File: config.mk
export PLATFORM = sky130hd
export DESIGN_NAME = mips_bus_bridge
export DESIGN_NICKNAME = d
export VERILOG_FILES = /design/src/rtl/mips_bus_bridge.sv
export SDC_FILE = /design/constraint.sdc
export NUM_CORES = 1
export LEC_CHECK = 0
export CAP_MARGIN = 10
export CORE_UTILIZATION = 42
export DETAILED_ROUTE_END_ITERATION = 6
export PLACE_DENSITY_LB_ADDON = 0.3
export SLEW_MARGIN = 20
export SYNTH_ARGS = -nofsm -noshare
export SYNTH_HDL_FRONTEND = slang
export SYNTH_SLANG_ARGS = --single-unit
File: constraint.sdc
create_clock -name clk -period 2.4 [get_ports clk]
set_clock_uncertainty 0.2 [all_clocks]
set_input_delay 0.36 -clock clk [delete_from_list [all_inputs] [get_ports clk]]
set_output_delay 0.36 -clock clk [all_outputs]
set_load 0.005 [all_outputs]
File: src/rtl/mips_bus_bridge.sv
// mips_bus_bridge: CPU-to-RAM bridge with fixed wait states. Define MIPS_BRIDGE_ALIGN_CHECK_EN
// to flag misaligned accesses on err and suppress their RAM strobes.
module mips_bus_bridge #(
    parameter int WAIT_CYCLES = 1,
    parameter int ADDR_W      = 16
) (
    input  logic              clk,
    input  logic              rst,
    input  logic [31:0]       address,
    input  logic              read,
    input  logic              write,
    input  logic [3:0]        byte_en,
    input  logic [31:0]       writedata,
    output logic [31:0]       readdata,
    output logic              waitrequest,
    output logic [ADDR_W-1:0] mem_addr,
    output logic              mem_re,
    output logic [3:0]        mem_we,
    output logic [31:0]       mem_wdata,
    input  logic [31:0]       mem_rdata,
    output logic              err
);
    typedef enum logic [1:0] {IDLE, WAIT, ACCESS, DONE} state_t;
    state_t      state, state_nxt;
    logic [2:0]  cnt;
    logic [3:0]  be_q;
    logic [31:0] rd_q;
    logic        wr_q, mis_q, err_q, mis_in, unused_ok;
`ifdef MIPS_BRIDGE_ALIGN_CHECK_EN
    assign mis_in    = |address[1:0];
    assign unused_ok = ^address[31:ADDR_W+2];
`else
    assign mis_in    = 1'b0;
    assign unused_ok = ^{address[31:ADDR_W+2], address[1:0]};
`endif
    assign err = err_q;
    always_comb begin
        state_nxt   = state;
        case (state)
            IDLE:    if (read | write) state_nxt = (WAIT_CYCLES == 0) ? ACCESS : WAIT;
            WAIT:    if (cnt <= 3'd1) state_nxt = ACCESS;
            ACCESS:  state_nxt = DONE;
            default: state_nxt = IDLE;
        endcase
        waitrequest = state != DONE;
        mem_re      = state == ACCESS && !wr_q && !mis_q;
        mem_we      = (state == ACCESS && wr_q && !mis_q) ? be_q : 4'b0000;
        readdata    = (state == DONE && !wr_q) ? (mis_q ? 32'h0 : mem_rdata) : rd_q;
    end
    // A write wins when read and write arrive together.
    always_ff @(posedge clk or negedge rst) begin
        if (!rst) begin
            state     <= IDLE;
            cnt       <= 3'd0;
            be_q      <= 4'b0000;
            rd_q      <= 32'h0;
            wr_q      <= 1'b0;
            mis_q     <= 1'b0;
            err_q     <= 1'b0;
            mem_addr  <= '0;
            mem_wdata <= 32'h0;
        end else begin
            state <= state_nxt;
            if (state == IDLE && (read | write)) begin
                mem_addr  <= address[ADDR_W+1:2];
                be_q      <= byte_en;
                mem_wdata <= writedata;
                wr_q      <= write;
                mis_q     <= mis_in;
                err_q     <= err_q | mis_in;
                cnt       <= 3'(WAIT_CYCLES);
            end else if (state == WAIT) begin
                cnt <= cnt - 3'd1;
            end
            if (state == DONE && !wr_q) rd_q <= readdata;
        end
    end
endmodule

==> results.md <==
| Result | Value | Unit |
|---|---|---|
| TritonCTS clock tree | done | - |
| Worst Hold Slack | 0.160 | ns |
| Most common library cell in the layout ignoring fill and taps | sky130_fd_sc_hd__clkdlybuf4s50_1 | - |
| Run status | complete, no violations | - |
| Clock root buffer master | sky130_fd_sc_hd__clkbuf_8 | - |
| Crit path capture type | primary output | - |
| Via count of the first global-routing pass | 3032 | - |
| First-pass GRT wire length | 14.8 | mm |
| Post-route clock period utilization | 0.983 | - |
| Antenna-violating nets left | 0 | - |
| Power density over the cells | 1320 | nW/um^2 |
| Kind of cell adding the most delay to the critical path | buffers and inverters | - |
| Detailed Place HPWL | 6.61 | mm |
| Clock sinks | 90 | - |
| Core area | 9730 | sq um |
| Sequential fraction of the synthesis area | 0.534 | - |
| Number of input and output port buffers inserted | 173 | - |
| Die area | 10400 | sq um |
| Layout Cells excl Fill | 599 | - |
| Total instance count after detailed placement | 564 | - |
| Post-Synth XOR/XNOR Area | 0.00416 | - |
| Critical path's slowest cell | sky130_fd_sc_hd__dfrtp_1 | - |
| Critical-path cell list | ha_2, inv_4, nor2_8, buf_6, buf_12, mux2_4, buf_6 | - |
| Critical Path Most Common Cell | sky130_fd_sc_hd__buf_6 | - |
| Synth Area in Compound Gates | 0.00891 | - |
| Highest attainable clock frequency | 0.424 | GHz |
| VDD IR-drop max | 0.000582 | V |
| Initial cell density of the core | 0.433 | - |
| Wirelength per Cell | 16.1 | microns |
| Number of synthesized register bits | 90 | - |
| Data required, critical path | 1.84 | ns |
| GRT Overall Usage | 0.188 | - |
| Simple logic cell fraction of the synthesized area | 0.0255 | - |
| Antenna violations before repair | 0 | - |
| Path type of the worst min-delay path | primary input to async pin | - |
| Number of antenna diodes | 0 | - |
| Via count | 2828 | - |
| Maximum root-to-sink buffer count | 2 | - |
| Overflow left after global routing | 0 | - |
| Post-synthesis cell type count | 24 | - |
| Unrepaired setup endpoints after global routing | yes | - |
| Synthesized-area fraction occupied by adder cells | 0.0178 | - |
| Largest fanout on the critical path | 6 | - |
| Warnings from Yosys | 0 | - |
| Routed Wire Length | 9.66 | mm |
| Number of buffer and inverter stages on the critical path | 4 | - |
| CP Data Arrival Time | 1.80 | ns |
| Vertical die dimension | 102 | microns |
| First-iteration detailed-routing DRC count | 42 | - |
| Drt via density | 4.72 | - |
| Post-Synthesis Net Count | 367 | - |
| Residual DRC count | 0 | - |
| NumNets Final | 571 | - |
| Final Max Slew Viols | 0 | - |
| Die outline width | 102 | microns |
| Commonest non-fill, non-tap cells in the layout | sky130_fd_sc_hd__clkdlybuf4s50_1 (135), sky130_fd_sc_hd__dfrtp_1 (90), sky130_fd_sc_hd__mux2_4 (60) | - |
| Skew-Pair Late Insertion Delay | 0.34 | ns |
| Multiplexer share of the synthesized area | 0.366 | - |
| Core utilization of the finished layout | 0.676 | - |
| H-tree Lvls | 3 | - |
| Worst setup path class | flop to primary output | - |
| Global placement routability congestion | 0.764 | - |
| Io pins | 191 | - |
| Post-synthesis instance area | 4210 | sq um |
| Final Hold Violating Endpoints | 0 | - |
| Minimum clock period after layout | 2.36 | ns |
| Clk pin slew, worst setup/hold paths | 0.10 | ns |
| Leakage power of the design | 3.01 | nW |
| Count of standard-cell rows | 36 | - |
| Mean instance size in the synthesized netlist | 16.4 | sq um |
| Area growth from synthesis to final layout | 56.0 | % |
| Startpoint kind of the worst setup timing path | flop | - |
| Number of instances in the synthesized netlist | 257 | - |
| Largest incremental delay on the critical path | 0.37 | ns |
| Pin count of the biggest net entering global routing | 56 | - |
| Cts bufs inserted | 9 | - |
| Ratio of cells with drive above 1 in the final layout | 0.433 | - |
| Number of optimization iterations in the first detailed-route pass | 3 | - |
| Final-report setup violation count | 0 | - |
| Dominant combinational cell family by area after synthesis | multiplexers | - |
| Max_cap viols | 0 | - |
[final cells by class]
type                    count  area, sq um
inverters                   5         21.3
clock inverters             6         42.5
fillers                   726         3150
repair buffers            206         2150
flip-flops and latches     90         2250
well taps                 133          166
clock buffers              10          128
multi-input cells         149         1810
[sequential cells by signal, summed over array words and instances, names as in the netlist]
register,cells
mem_wdata,32
mem_addr,16
state,2
be_q,4
cnt,3
wr_q,1
rd_q,32
[metal layers]
| metal | routed length (microns) | track usage | vias up |
|---|---|---|---|
| met4 | 162 | 0.0769 | 0 |
| li1 | - | - | 1311 |
| met1 | 3790 | 0.216 | 1407 |
| met2 | 5090 | 0.324 | 98 |
| met3 | 622 | 0.0629 | 12 |
| met5 | 0 | 0 | - |
[worst paths after layout]
| kind | from | endpoint | slack (ns) | cells after the start |
|---|---|---|---|---|
| hold reg to reg | be_q[1] | be_q[1] | 0.30 | 1 |
| max in group asynchronous | rst | cnt[2] | 1.25 | 3 |
| setup / recovery | state[0] | readdata[5] | 0.04 | 7 |
| hold / removal | rst | rd_q[28] | 0.16 | 2 |
| setup reg to reg | state[1] | state[1] | 0.27 | 7 |
| min in group clk | be_q[1] | be_q[1] | 0.30 | 1 |
[where the power goes]
part / internal (W) / switching, W / total [W] / leakage [nW]
Sequential: 0.00230 / 0.000413 / 0.00272 / 1.06
Combinational: 0.00351 / 0.00156 / 0.00507 / 1.86
Clock: 0.000379 / 0.000543 / 0.000922 / 0.0827
[cells by family (layout without fill, tap and decap cells)]
logic type,Yosys count,after routing
simple gates,18,18
compound gates,5,5
xor+xnor,2,2
fa+ha+maj,6,6
other cells,1,1
flops,90,90
mux,117,117
buf+inv,18,227
[Yosys cell counts]
cell                        n  area, sq um
sky130_fd_sc_hd__and3_1     4         25.0
sky130_fd_sc_hd__buf_8      6         90.1
sky130_fd_sc_hd__ha_1       6         75.1
sky130_fd_sc_hd__mux2_1     1         11.3
sky130_fd_sc_hd__nand2_1    7         26.3
sky130_fd_sc_hd__mux2_2    56          631
sky130_fd_sc_hd__o211ai_1   2         15.0
sky130_fd_sc_hd__and2b_1    1         7.51
sky130_fd_sc_hd__buf_2      1         5.00
sky130_fd_sc_hd__nand2b_1   1         6.26
sky130_fd_sc_hd__and2_1     1         6.26
sky130_fd_sc_hd__a21boi_0   1         7.51
sky130_fd_sc_hd__xnor2_1    2         17.5
sky130_fd_sc_hd__or3b_1     1         8.76
sky130_fd_sc_hd__buf_4      1         7.51
sky130_fd_sc_hd__nor2_1     2         7.51
sky130_fd_sc_hd__nor2_8     1         20.0
sky130_fd_sc_hd__conb_1     1         3.75
sky130_fd_sc_hd__inv_1      5         18.8
sky130_fd_sc_hd__buf_6      5         56.3
sky130_fd_sc_hd__o211a_1    1         10.0
sky130_fd_sc_hd__o21ai_1    1         5.00
sky130_fd_sc_hd__mux2_4    60          901
sky130_fd_sc_hd__dfrtp_1   90         2250
[what timing repair did]
item,4_1_cts,5_1_grt
cloned,4,0
endpoints found under the hold margin,90,0
pin swaps,2,2
buffers inserted,14,2
setup endpoints to repair,37,37
gates resized for setup,146,30
hold buffers,1,0
[stage by stage]
| step | setup TNS, ns | cell area (sq um) | setup slack [ns] | power [W] |
|---|---|---|---|---|
| 2_1_floorplan | 0 | 4210 | 0.535 | 0.00521 |
| 3_3_place_gp | 0 | 6120 | 0.0572 | 0.00721 |
| 3_5_place_dp | 0 | 6120 | 0.0313 | 0.00738 |
| 4_1_cts | -0.0382 | 6450 | -0.0188 | 0.00850 |
| 5_1_grt | -1.22 | 6580 | -0.0558 | 0.00925 |
| 6_report | 0 | 6580 | 0.0406 | 0.00871 |
(Power assumes the default switching activity.)
